## src/rtl/last_n_arbiter_pkg.sv

```systemverilog
// rtl/last_n_arbiter_pkg.sv - shared defaults and derived widths for the last-N arbiter
package last_n_arbiter_pkg;

    localparam int DEF_WIDTH = 8;
    localparam int DEF_NUM   = 4;
    localparam int DEF_NREQ  = 4;

    localparam int DEF_ID_W  = $clog2(DEF_NREQ);
    localparam int DEF_POS_W = $clog2(DEF_NUM);

    localparam logic [15:0] HIT_COUNT_MAX = 16'hFFFF;

endpackage

```

## src/rtl/last_n_arbiter_if.sv

```systemverilog
// rtl/last_n_arbiter_if.sv - request/response bundle between requesters and the arbiter
import last_n_arbiter_pkg::*;

interface last_n_arbiter_if #(
    parameter int WIDTH = DEF_WIDTH,
    parameter int NUM   = DEF_NUM,
    parameter int NREQ  = DEF_NREQ
) ();

    localparam int ID_W  = $clog2(NREQ);
    localparam int POS_W = $clog2(NUM);

    logic [NREQ-1:0]       req_valid;
    logic [NREQ*WIDTH-1:0] req_data;
    logic [NREQ-1:0]       req_ready;
    logic                  rsp_valid;
    logic [ID_W-1:0]       rsp_id;
    logic                  rsp_hit;
    logic [POS_W-1:0]      rsp_pos;

    modport master (
        output req_valid, req_data,
        input  req_ready, rsp_valid, rsp_id, rsp_hit, rsp_pos
    );

    modport slave (
        input  req_valid, req_data,
        output req_ready, rsp_valid, rsp_id, rsp_hit, rsp_pos
    );

endinterface

```

## src/rtl/last_n_arbiter_mru_list.sv

```systemverilog
// rtl/last_n_arbiter_mru_list.sv - most-recent-unique list with combinational lookup
import last_n_arbiter_pkg::*;

module mru_list #(
    parameter int WIDTH = DEF_WIDTH,
    parameter int NUM   = DEF_NUM
) (
    input  logic                     clk_in,
    input  logic                     rst_in,
    input  logic                     flush_in,
    input  logic                     upd_in,
    input  logic [WIDTH-1:0]         data_in,
    output logic                     hit_out,
    output logic [$clog2(NUM)-1:0]   pos_out,
    output logic [NUM*WIDTH-1:0]     out,
    output logic [NUM-1:0]           out_valid
);

    localparam int POS_W = $clog2(NUM);

    logic [WIDTH-1:0] r_entry [NUM];
    logic [NUM-1:0]   r_valid;

    // Lookup against valid entries only; scanning downward lets the lowest index win
    always_comb begin
        hit_out = 1'b0;
        pos_out = '0;
        for (int i = NUM - 1; i >= 0; i--) begin
            if (r_valid[i] && (r_entry[i] == data_in)) begin
                hit_out = 1'b1;
                pos_out = POS_W'(i);
            end
        end
    end

    // Move-to-front on update: a hit only shifts the entries above its old slot
    always_ff @(posedge clk_in) begin
        if (rst_in || flush_in) begin
            for (int i = 0; i < NUM; i++) begin
                r_entry[i] <= '0;
            end
            r_valid <= '0;
        end else if (upd_in) begin
            r_entry[0] <= data_in;
            for (int i = 1; i < NUM; i++) begin
                if (!hit_out || (i <= int'(pos_out))) begin
                    r_entry[i] <= r_entry[i-1];
                end
            end
            if (!hit_out) begin
                r_valid <= {r_valid[NUM-2:0], 1'b1};
            end
        end
    end

    genvar g;
    generate
        for (g = 0; g < NUM; g++) begin : g_out
            assign out[g*WIDTH +: WIDTH] = r_entry[g];
        end
    endgenerate

    assign out_valid = r_valid;

endmodule

```

## src/rtl/last_n_arbiter.sv

```systemverilog
// rtl/last_n_arbiter.sv - round-robin arbiter feeding a most-recent-unique list
import last_n_arbiter_pkg::*;

module last_n_arbiter #(
    parameter int WIDTH = DEF_WIDTH,
    parameter int NUM   = DEF_NUM,
    parameter int NREQ  = DEF_NREQ
) (
    input  logic                  clk_in,
    input  logic                  rst_in,
    input  logic                  flush_in,
    last_n_arbiter_if.slave       bus,
    output logic [NUM*WIDTH-1:0]  list_out,
    output logic [NUM-1:0]        list_valid,
    output logic [15:0]           hit_count
);

    localparam int ID_W  = $clog2(NREQ);
    localparam int POS_W = $clog2(NUM);

    logic [ID_W-1:0]  r_rr_ptr;
    logic             r_rsp_valid;
    logic [ID_W-1:0]  r_rsp_id;
    logic             r_rsp_hit;
    logic [POS_W-1:0] r_rsp_pos;
    logic [15:0]      r_hit_count;

    logic [NREQ-1:0]  w_grant;
    logic [ID_W-1:0]  w_gnt_id;
    logic [ID_W-1:0]  w_scan;
    logic             w_found;
    logic             w_accept;
    logic [WIDTH-1:0] w_data;
    logic             w_hit;
    logic [POS_W-1:0] w_pos;

    // Round-robin pick: first valid requester at or after rr_ptr; index wraps naturally
    always_comb begin
        w_grant  = '0;
        w_gnt_id = '0;
        w_scan   = '0;
        w_found  = 1'b0;
        if (!rst_in && !flush_in) begin
            for (int k = 0; k < NREQ; k++) begin
                w_scan = r_rr_ptr + ID_W'(k);
                if (!w_found && bus.req_valid[w_scan]) begin
                    w_found  = 1'b1;
                    w_gnt_id = w_scan;
                end
            end
            w_grant[w_gnt_id] = w_found;
        end
    end

    assign bus.req_ready = w_grant;
    assign w_accept      = |(bus.req_valid & w_grant);
    assign w_data        = bus.req_data[int'(w_gnt_id)*WIDTH +: WIDTH];

    mru_list #(
        .WIDTH (WIDTH),
        .NUM   (NUM)
    ) u_list (
        .clk_in    (clk_in),
        .rst_in    (rst_in),
        .flush_in  (flush_in),
        .upd_in    (w_accept),
        .data_in   (w_data),
        .hit_out   (w_hit),
        .pos_out   (w_pos),
        .out       (list_out),
        .out_valid (list_valid)
    );

    // Response, pointer and hit counter; flush leaves pointer and counter alone
    always_ff @(posedge clk_in) begin
        if (rst_in) begin
            r_rr_ptr    <= '0;
            r_rsp_valid <= 1'b0;
            r_rsp_id    <= '0;
            r_rsp_hit   <= 1'b0;
            r_rsp_pos   <= '0;
            r_hit_count <= '0;
        end else begin
            r_rsp_valid <= w_accept;
            if (w_accept) begin
                r_rr_ptr  <= w_gnt_id + ID_W'(1);
                r_rsp_id  <= w_gnt_id;
                r_rsp_hit <= w_hit;
                r_rsp_pos <= w_hit ? w_pos : '0;
                if (w_hit && (r_hit_count != HIT_COUNT_MAX)) begin
                    r_hit_count <= r_hit_count + 16'd1;
                end
            end
        end
    end

    assign bus.rsp_valid = r_rsp_valid;
    assign bus.rsp_id    = r_rsp_id;
    assign bus.rsp_hit   = r_rsp_hit;
    assign bus.rsp_pos   = r_rsp_pos;
    assign hit_count     = r_hit_count;

endmodule

```

## src/flat_wrapper.sv

```systemverilog
// flat-port wrapper written by rule: the top's interface ports become plain ports
module last_n_arbiter_flat 
#(
    parameter int WIDTH = DEF_WIDTH,
    parameter int NUM   = DEF_NUM,
    parameter int NREQ  = DEF_NREQ
)
  (clk_in, rst_in, flush_in, list_out, list_valid, hit_count, bus_req_valid, bus_req_data, bus_req_ready, bus_rsp_valid, bus_rsp_id, bus_rsp_hit, bus_rsp_pos);
  last_n_arbiter_if #(.WIDTH(WIDTH), .NUM(NUM), .NREQ(NREQ)) bus_i ();
  input  logic clk_in;
  input  logic rst_in;
  input  logic flush_in;
  output logic [NUM*WIDTH-1:0] list_out;
  output logic [NUM-1:0] list_valid;
  output logic [15:0] hit_count;
  input wire logic [$bits(bus_i.req_valid)-1:0] bus_req_valid;
  input wire logic [$bits(bus_i.req_data)-1:0] bus_req_data;
  output wire logic [$bits(bus_i.req_ready)-1:0] bus_req_ready;
  output wire logic [$bits(bus_i.rsp_valid)-1:0] bus_rsp_valid;
  output wire logic [$bits(bus_i.rsp_id)-1:0] bus_rsp_id;
  output wire logic [$bits(bus_i.rsp_hit)-1:0] bus_rsp_hit;
  output wire logic [$bits(bus_i.rsp_pos)-1:0] bus_rsp_pos;
  assign bus_i.req_valid = bus_req_valid;
  assign bus_i.req_data = bus_req_data;
  assign bus_req_ready = bus_i.req_ready;
  assign bus_rsp_valid = bus_i.rsp_valid;
  assign bus_rsp_id = bus_i.rsp_id;
  assign bus_rsp_hit = bus_i.rsp_hit;
  assign bus_rsp_pos = bus_i.rsp_pos;
  last_n_arbiter #(.WIDTH(WIDTH), .NUM(NUM), .NREQ(NREQ)) u_core (.clk_in(clk_in), .rst_in(rst_in), .flush_in(flush_in), .bus(bus_i), .list_out(list_out), .list_valid(list_valid), .hit_count(hit_count));
endmodule
```

## config.mk

```make
export PLATFORM = sky130hd
export DESIGN_NAME = last_n_arbiter_flat
export DESIGN_NICKNAME = d
export VERILOG_FILES = /design/src/rtl/last_n_arbiter_pkg.sv /design/src/rtl/last_n_arbiter_if.sv /design/src/rtl/last_n_arbiter_mru_list.sv /design/src/rtl/last_n_arbiter.sv /design/src/flat_wrapper.sv
export SDC_FILE = /design/constraint.sdc
export NUM_CORES = 1
export LEC_CHECK = 0
export ABC_CLOCK_PERIOD_IN_PS = 8000
export CAP_MARGIN = 10
export CORE_MARGIN = 2
export CORE_UTILIZATION = 51
export DETAILED_ROUTE_END_ITERATION = 7
export PLACE_DENSITY_LB_ADDON = 0.3
export RECOVER_POWER = 50
export SLEW_MARGIN = 5
export SYNTH_ARGS = -nofsm -noshare
export SYNTH_HDL_FRONTEND = slang
export SYNTH_SLANG_ARGS = --single-unit
```

## constraint.sdc

```tcl
create_clock -name clk_in -period 8 [get_ports clk_in]
set_input_delay 1.6 -clock clk_in [delete_from_list [all_inputs] [get_ports clk_in]]
set_output_delay 1.6 -clock clk_in [all_outputs]
set_load 0.02 [all_outputs]
```

==> flow_summary.toml, run 1 <==
[timing]
fin_worst_skew_ns = 0.009364
worst_pin_slew_ns = 1.175
slew_headroom_pct = 21.68
worst_slack_ns = 1.198
fin_tns_setup_ns = 0
grt_setup_unrepaired = "no"
finalCriticalPeriod_ns = 6.802
final_hold_viol_count = 0
post-route-period-util_pct = 85.02
slew_violations = 0
fmax_mhz = 147.0
fin_hold_ws_ns = 0.4951
setup_viol = 0

[global_route]
grt_pass1_vias = 2742
grt_util_all_layers_pct = 23.17
grt_pass1_wl_mm = 13.17
grt-ovfl-total = 0
grt_max_degree = 29
antenna_found_initial = 0

[worst_hold_path]
hp-class = "register to register"
hold_depth = 2

[pwr]
vdd_drop_max_uv = 101.2
p_clk_share_pct = 32.2
p_per_area_mw_per_mm2 = 159.7
pwr-share-comb_pct = 19.1
p_leak_nw = 1.861
switching_power_w = 0.0001916
swShare_pct = 26.79
p_seq_share_pct = 48.7
power_w = 0.0007151
intPower_w = 0.0005235

[clock_tree]
insertion_delay_ns = 0.34
root_buffer = "clkbuf_8"
hold_buffers = 0
clock-sinks = 60
cts_setup_buffers = 0
cts_tree = "done"
cts_max_path_buffers = 2
path_clk_slew_ns = 0.06
htreeDepth = 3
numCtsBuffers = 9
cts_resized = 0

[synthesis]
ys_seq_area_share_pct = 45.83
avgSynthCellArea_um2 = 10.18
ys.flop_type = "edfxtp_1"
ys_warn_count = 0
synth_seq_cells = 60
syn_area_mm2 = 0.003319
syn_inst = 326
synth_edf_count = 32
ys_types = 56
async_reset_ff_share_pct = 0
synth_nets = 366

[setup_path]
path_delay_family = "simple AND/OR/NAND/NOR gates"
cp_num_buf_inv = 3
cpMaxStageDelayCell = "nor4_1"
cp_num_cells = 7
reg2reg_depth = 11
arrival_ns = 5.20
crit_type = "input pin to output pin"
cp_max_fo = 28
cp_data_required_time_ns = 6.40
crit_path_end_kind = "output pin"
start_kind = "input pin"
cpPeakStageDelay_ns = 0.83
crit_chain = "dlygate4sd3_1, buf_4, nor2_1, nand2b_1, nor4_1, and2_1, clkdlybuf4s50_1"

[finish]
antennaDiodeCount = 0
drive_above_1_share_pct = 8.000
area_delta_synth_final_pct = 34.87
nets = 460
final_core_util_pct = 70.91
register_area_mm2 = 0.001521
multi_input_area_mm2 = 0.001650
nFillCells = 493

[floorplanning]
start_util_pct = 52.58
fp.dieH_um = 84.68
core_mm2 = 0.006314
rows = 29
die_x_um = 84.68
ioPinCount = 101
fp.dieArea_mm2 = 0.007170

[route]
post_drt_wl_per_cell_um = 15.83
ant_nets = 0
vias_per_cell = 5.721
drcViolationCount = 0
drt_iter0_markers = 224
via_count = 2872
drt_wl_total_mm = 7.948
first_pass_iters = 5

[placed_design]
port_buffers = 100
place.gp.congestion = 0.9359
hpwlAfterDp_mm = 6.103
preCtsSetupSlack_ns = 1.601

[run_status]
status = "complete, no violations"

[job]
maxCapViolations = 0
[state kept, by name, indices dropped and copies added (netlist names)]
name                     cells
u_core.r_rr_ptr              2
u_core.bus.rsp_valid         1
u_core.u_list.r_entry       32
u_core.bus.rsp_hit           1
u_core.bus.rsp_id            2
u_core.hit_count            16
u_core.u_list.out_valid      4
u_core.bus.rsp_pos           2
[final timing paths]
path	startpoint	endpoint	slack [ns]
worst max-delay path	rst_in	bus_req_ready[1]	1.20
worst min-delay path	u_core.bus.rsp_id[0]	u_core.bus.rsp_id[0]	0.50
worst min register to register	u_core.bus.rsp_id[0]	u_core.bus.rsp_id[0]	0.50
worst max register to register	u_core.r_rr_ptr[1]	u_core.hit_count[9]	3.15
[cell usage in the layout (no fill, tap or decap), types with 5 or more instances in the layout]
cell type         n
a21oi_1           9
a222oi_1          7
and2_1           11
and3_1           23
clkbuf_1          7
clkbuf_8         10
clkdlybuf4s50_1  39
dfxtp_1          28
dlygate4sd3_1    61
edfxtp_1         32
inv_1             5
mux2_1            8
mux2_2            6
nand2_1          12
nand2b_1          5
nand3_1           8
nand4_1           6
nor2_1           28
nor2b_1           7
nor3_1           12
o21ai_0           8
xnor2_1          26
xor2_1            6
[power by group through the flow]
stage	clock, W	combinational, W	sequential [W]
2_1_floorplan	0	0.0000706	0.000368
5_1_grt	0.000250	0.000148	0.000350
3_3_place_gp	0	0.000140	0.000355
6_report	0.000230	0.000137	0.000348
4_1_cts	0.000232	0.000144	0.000349
3_5_place_dp	0	0.000143	0.000355
[metrics by stage]
step | std cells | area, µm²
final | 502 | 4477
after global routing | 502 | 4477
after CTS | 502 | 4508
after detailed placement | 486 | 4345
after global placement | 486 | 4345
after floorplan | 326 | 3319
[routing by layer]
layer	share of wire [%]	global-route usage (%)	vias to the layer above	wire length, µm
met5	0	0	-	0
met4	2.2	9.812	0	171
met3	7.0	5.211	14	556
met2	49	38.08	120	3917
met1	42	29.46	1351	3303
li1	-	-	1387	-
[final cells by class]
cell class	count	share of cell area [%]
tap	77	2.152
timing repair buffer	105	22.95
inverter	5	0.4192
sequential	60	33.99
multi-input combinational	239	36.86
clock buffer	14	3.410
clock inverter	2	0.2236
[kinds of logic after synthesis]
kind of cell,count (synthesis),share of synthesized area (%)
AO/OA/AOI/OAI,49,11.04
adder cells (fa/ha/maj),1,0.3769
flip-flops,60,45.83
XOR/XNOR,32,8.443
multiplexers,18,6.106
AND/OR/NAND/NOR,139,24.35
buffers and inverters,27,3.845
[synth_stat cells (2+ instances only)]
cell type  instances  share of area, %
edfxtp_1          32                29
dfxtp_1           28                17
nor2_1            27               3.1
xnor2_1           26               6.9
and3_1            23               4.3
clkbuf_1          13               1.5
nand2_1           12               1.4
and2_1            11               2.1
nor3_1            11               1.7
a21oi_1            9               1.4
mux2_1             8               2.7
nand3_1            8               1.2
o21ai_0            8               1.2
a222oi_1           7               2.1
nor2b_1            7               1.3
buf_2              6              0.90
mux2_2             6               2.0
nand4_1            6               1.1
xor2_1             6               1.6
inv_1              5              0.57
nand2b_1           5              0.94
nor3_2             4               1.2
o31ai_1            4              0.90
or2_2              4              0.75
or4_1              4              0.90
a22oi_1            3              0.68
mux2i_1            3              0.90
o311ai_1           3              0.79
o41ai_1            3              0.79
or3_1              3              0.57
a21o_1             2              0.45
and4_1             2              0.53
buf_6              2              0.68
nor4_2             2              0.75
o21a_1             2              0.45
[worst reg2reg max path, stage by stage, from the launching register on]
cell	delay [ns]
dfxtp_1	0.47
mux2i_1	0.34
nor2_4	0.07
nor3_1	0.69
mux2_2	0.42
a222oi_1	0.95
xnor2_1	0.18
nor3_2	0.23
nand3_1	0.30
and4_4	0.40
nor4_1	0.35
mux2_1	0.37
Note: power is estimated with default switching activity, not from simulation.
==> inputs of run 2 (changes only) <==
Settings changed: CELL_PAD_IN_SITES_DETAIL_PLACEMENT from default to 1, CELL_PAD_IN_SITES_GLOBAL_PLACEMENT from default to 1, CORE_UTILIZATION 51 to 38.
==> flow_summary.toml, run 2 (same netlist as run 1, synthesis figures left out) <==
[setup_path]
cp_max_fo = 26
cp_data_required_time_ns = 8.22
arrival_ns = 6.89
crit_type = "input pin to register"
rrSetupSlack_ns = 3.12
reg2reg_depth = 11
timing.rr.start = "u_core.r_rr_ptr[1]"
cpMaxStageDelayCell = "a222oi_1"
crit_path_end_kind = "register"
start_kind = "input pin"
crit_chain = "dlygate4sd3_1, nor4_1, nand2b_1, nor4_1, and2_1, a222oi_1, xnor2_1, nor3_2, nand3_1, and4_4, nor4_1, mux2_1"
path_common_cell = "nor4_1"
r2r_end = "u_core.hit_count[9]"
cp_num_buf_inv = 1
path_delay_family = "simple AND/OR/NAND/NOR gates"
cpPeakStageDelay_ns = 0.94

[route]
ant_nets = 0
drt_wl_total_mm = 9.018
via_count = 2922
post_drt_wl_per_cell_um = 16.89
vias_per_cell = 5.472
first_pass_iters = 6
drcViolationCount = 0
drt_iter0_markers = 120

[worst_hold_path]
hp-start = "u_core.u_list.out_valid[3]"
hold_depth = 2
hp-class = "register to register"
hold_end = "u_core.u_list.out_valid[3]"

[clock_tree]
cts_tree = "done"
cts_setup_buffers = 0
htreeDepth = 3
path_clk_slew_ns = 0.06
cts_max_path_buffers = 2
clock-sinks = 60
hold_buffers = 0
numCtsBuffers = 9
root_buffer = "clkbuf_8"
cts_resized = 0
insertion_delay_ns = 0.34

[global_route]
grt_pass1_wl_mm = 15.10
grt_pass1_vias = 3081
use_met2_pct = 32.68
antenna_found_initial = 0
grt_busiest_layer = "met2"
grtUsageMet1_pct = 24.50
grt-ovfl-total = 0
global_route.usage.met3_pct = 4.245
grt_max_degree = 29
grt_util_all_layers_pct = 19.56

[timing]
slew_violations = 0
setup_viol = 0
fin_worst_skew_ns = 0.01037
fmax_mhz = 150.1
worst_pin_slew_ns = 1.116
fin_hold_ws_ns = 0.4773
finalCriticalPeriod_ns = 6.663
grt_setup_unrepaired = "no"
post-route-period-util_pct = 83.28
slew_headroom_pct = 25.62
final_hold_viol_count = 0
fin_tns_setup_ns = 0

[pwr]
intPower_w = 0.0005404
swShare_pct = 26.95
p_clk_share_pct = 34.1
p_leak_nw = 1.874
vdd_drop_max_uv = 69.25
switching_power_w = 0.0001993
pwr-share-comb_pct = 18.8
p_seq_share_pct = 47.1
p_per_area_mw_per_mm2 = 163.1

[floorplanning]
ioPinCount = 101
start_util_pct = 38.63
rows = 34
die_x_um = 97.47
fp.dieArea_mm2 = 0.009499
core_mm2 = 0.008593
fp.dieH_um = 97.47

[placed_design]
place.gp.congestion = 0.8628
hpwlAfterDp_mm = 6.956
port_buffers = 100

[finish]
nFillCells = 955
area_delta_synth_final_pct = 36.64
final_cell_mix = "dlygate4sd3_1, clkdlybuf4s50_1, edfxtp_1, dfxtp_1, nor2_1"
drive_above_1_share_pct = 8.451
antennaDiodeCount = 0
largest_register_ffs = 32
layout_commonest_cell = "dlygate4sd3_1"
nets = 461
top_register = "u_core.u_list.r_entry"

[run_status]
status = "complete, no violations"

[job]
maxCapViolations = 0
-- run 2: layout make-up --
cell class / instances / area (µm²) / share of cell area, %
Tap cell: 108 / 135.1 / 2.979
Multi-Input combinational cell: 239 / 1647 / 36.30
Inverter: 5 / 18.77 / 0.4138
Timing Repair Buffer: 106 / 1031 / 22.73
Clock inverter: 2 / 10.01 / 0.2207
Sequential cell: 60 / 1521 / 33.54
Clock buffer: 14 / 172.7 / 3.807
-- run 2: routing by layer --
| layer | vias to the layer above | part of all wire [%] | routed length [µm] |
|---|---|---|---|
| met5 | - | 0 | 0 |
| met4 | 0 | 1.8 | 158 |
| met3 | 15 | 5.6 | 502 |
| met2 | 94 | 48 | 4371 |
| met1 | 1425 | 44 | 3986 |
| li1 | 1388 | - | - |
-- run 2: how the worst max path moves through the flow --
| stage | start | end | slack [ns] | depth (start not counted) |
|---|---|---|---|---|
| after floorplan | rst_in | u_core.u_list.r_entry[3][0] | 3.08 | 12 |
| after global placement | bus_req_valid[1] | u_core.hit_count[9] | 1.79 | 12 |
| after detailed placement | bus_req_valid[1] | u_core.hit_count[9] | 1.47 | 12 |
| after CTS | bus_req_valid[1] | u_core.hit_count[9] | 1.76 | 12 |
| after global routing | bus_req_valid[1] | u_core.hit_count[9] | 0.85 | 12 |
| final | bus_req_valid[1] | u_core.hit_count[9] | 1.34 | 12 |
-- run 2: worst register-to-register path: stages (launching register included) --
cell and delay (ns):
dfxtp_1 0.46, mux2i_1 0.32, nor2_4 0.06, nor3_1 0.74, mux2_2 0.42, a222oi_1 0.91
xor2_1 0.19, and3_1 0.19, nand3_1 0.31, and4_4 0.41, nor4_1 0.39, mux2_1 0.36
-- run 2: power groups by stage --
| stage | registers [W] | logic [W] | clock network, W |
|---|---|---|---|
| after floorplan | 0.000368 | 0.0000706 | 0 |
| after global placement | 0.000355 | 0.000142 | 0 |
| after detailed placement | 0.000356 | 0.000146 | 0 |
| after CTS | 0.000349 | 0.000147 | 0.000256 |
| after global routing | 0.000350 | 0.000150 | 0.000269 |
| final | 0.000348 | 0.000139 | 0.000253 |
-- run 2: stage by stage --
step	util (%)	area [µm²]	std cells	power [W]	setup slack [ns]
2_1_floorplan	-	3319	326	0.0004381	3.081
3_3_place_gp	51.11	4392	518	0.0004976	1.794
3_5_place_dp	51.11	4392	518	0.0005025	1.466
4_1_cts	53.23	4574	534	0.0007528	1.760
5_1_grt	52.78	4536	534	0.0007699	0.8479
6_report	52.78	4536	534	0.0007397	1.337
==> inputs of run 3 (changes only) <==
Settings changed: ABC_CLOCK_PERIOD_IN_PS 8000 to 5400, CORE_UTILIZATION 38 to 32.
Clock period 8 ns to 5.4 ns, I/O delays scaled along.
==> flow_summary.toml, run 3 (same netlist as run 1, synthesis figures left out) <==
[placed_design]
place.gp.congestion = 0.8103
hpwlAfterDp_mm = 7.550
port_buffers = 100

[timing]
finalCriticalPeriod_ns = 4.978
slew_violations = 0
grt_setup_unrepaired = "no"
worst_pin_slew_ns = 0.8549
fin_tns_setup_ns = 0
setup_viol = 0
slew_headroom_pct = 42.48
final_hold_viol_count = 0
fin_worst_skew_ns = 0.01213
post-route-period-util_pct = 92.19
fin_hold_ws_ns = 0.5071
fmax_mhz = 200.9

[clock_tree]
cts_resized = 0
cts_tree = "done"
insertion_delay_ns = 0.34
htreeDepth = 3
cts_max_path_buffers = 2
cts_setup_buffers = 0
hold_buffers = 0
numCtsBuffers = 9
path_clk_slew_ns = 0.07
clock-sinks = 60
root_buffer = "clkbuf_8"

[route]
drcViolationCount = 0
ant_nets = 0
post_drt_wl_per_cell_um = 17.00
via_count = 2926
drt_iter0_markers = 134
drt_wl_total_mm = 9.689
first_pass_iters = 4
vias_per_cell = 5.133

[pwr]
switching_power_w = 0.0003016
p_seq_share_pct = 46.4
vdd_drop_max_uv = 100.8
p_per_area_mw_per_mm2 = 239.7
intPower_w = 0.0008129
swShare_pct = 27.06
p_leak_nw = 1.916
p_clk_share_pct = 34.2
pwr-share-comb_pct = 19.4

[floorplanning]
core_mm2 = 0.01018
fp.dieArea_mm2 = 0.01120
rows = 37
ioPinCount = 101
start_util_pct = 32.59
fp.dieH_um = 105.9
die_x_um = 105.9

[finish]
largest_register_ffs = 32
final_core_util_pct = 45.65
area_delta_synth_final_pct = 40.07
drive_above_1_share_pct = 10.60
nFillCells = 1146
final_cell_mix = "dlygate4sd3_1, clkdlybuf4s50_1, edfxtp_1, dfxtp_1, nor2_1"
layout_commonest_cell = "dlygate4sd3_1"
top_register = "u_core.u_list.r_entry"
antennaDiodeCount = 0
nets = 469

[job]
maxCapViolations = 0

[setup_path]
rrSetupSlack_ns = 1.27
crit_chain = "clkdlybuf4s50_1, nor4_1, nand2b_1, clkbuf_1, nor3_1, clkdlybuf4s50_1"
cpMaxStageDelayCell = "nor4_1"
path_common_cell = "clkdlybuf4s50_1"
crit_path_end_kind = "output pin"
cp_data_required_time_ns = 4.32
cp_max_fo = 15
path_delay_family = "buffers and inverters"
arrival_ns = 3.90
start_kind = "input pin"
cp_num_buf_inv = 3
crit_type = "input pin to output pin"
cpPeakStageDelay_ns = 0.79

[global_route]
antenna_found_initial = 0
grt_util_all_layers_pct = 17.71
grt_pass1_vias = 3056
grt_max_degree = 27
grt-ovfl-total = 0
grt_pass1_wl_mm = 15.61

[worst_hold_path]
hp-class = "register to register"

[run_status]
status = "complete, no violations"
-- run 3: area by class of cell --
class / count / area (µm²) / area share [%]
tap: 136 / 170.2 / 3.660
clock buffer: 15 / 177.7 / 3.821
inverter: 5 / 18.77 / 0.4037
multi-input combinational: 239 / 1658 / 35.66
clock inverter: 1 / 5.005 / 0.1076
sequential: 60 / 1521 / 32.72
timing repair buffer: 114 / 1099 / 23.63
-- run 3: final timing paths --
kind                                       endpoint  cells past startpoint                 from
worst max-delay path               bus_req_ready[3]                      6     bus_req_valid[1]
worst min-delay path            u_core.hit_count[3]                      2  u_core.hit_count[3]
worst max register to register  u_core.hit_count[9]                     12   u_core.r_rr_ptr[1]
worst min register to register  u_core.hit_count[3]                      2  u_core.hit_count[3]
-- run 3: through the flow --
stage	setup slack, ns	cells	area (µm²)	power (W)
global placement	0.1422	554	4487	0.0007481
global route	0.1340	570	4649	0.001164
detailed placement	0.1347	554	4487	0.0007532
floorplan	1.001	326	3319	0.0006491
finish	0.4216	570	4649	0.001115
CTS	0.4816	570	4669	0.001132
-- run 3: power by group through the flow --
| stage | sequential (W) | clock [W] | combinational (W) |
|---|---|---|---|
| finish | 0.000517 | 0.000381 | 0.000216 |
| detailed placement | 0.000529 | 0 | 0.000225 |
| global route | 0.000520 | 0.000412 | 0.000232 |
| global placement | 0.000528 | 0 | 0.000220 |
| floorplan | 0.000545 | 0 | 0.000105 |
| CTS | 0.000519 | 0.000388 | 0.000226 |
-- run 3: worst min-delay path, delay by kind of cell (launching register included) --
family / cells / cell delay [ns]
AO/OA/AOI/OAI: 2 / 0.13
flip-flops: 1 / 0.33
-- run 3: layer usage --
layer  GRT usage [%]  share of wire, %  wire [µm]
met5               0                 0          0
met4           6.767               1.6        156
met3           3.092               4.0        386
met2           30.55                50       4863
met1           22.00                44       4282
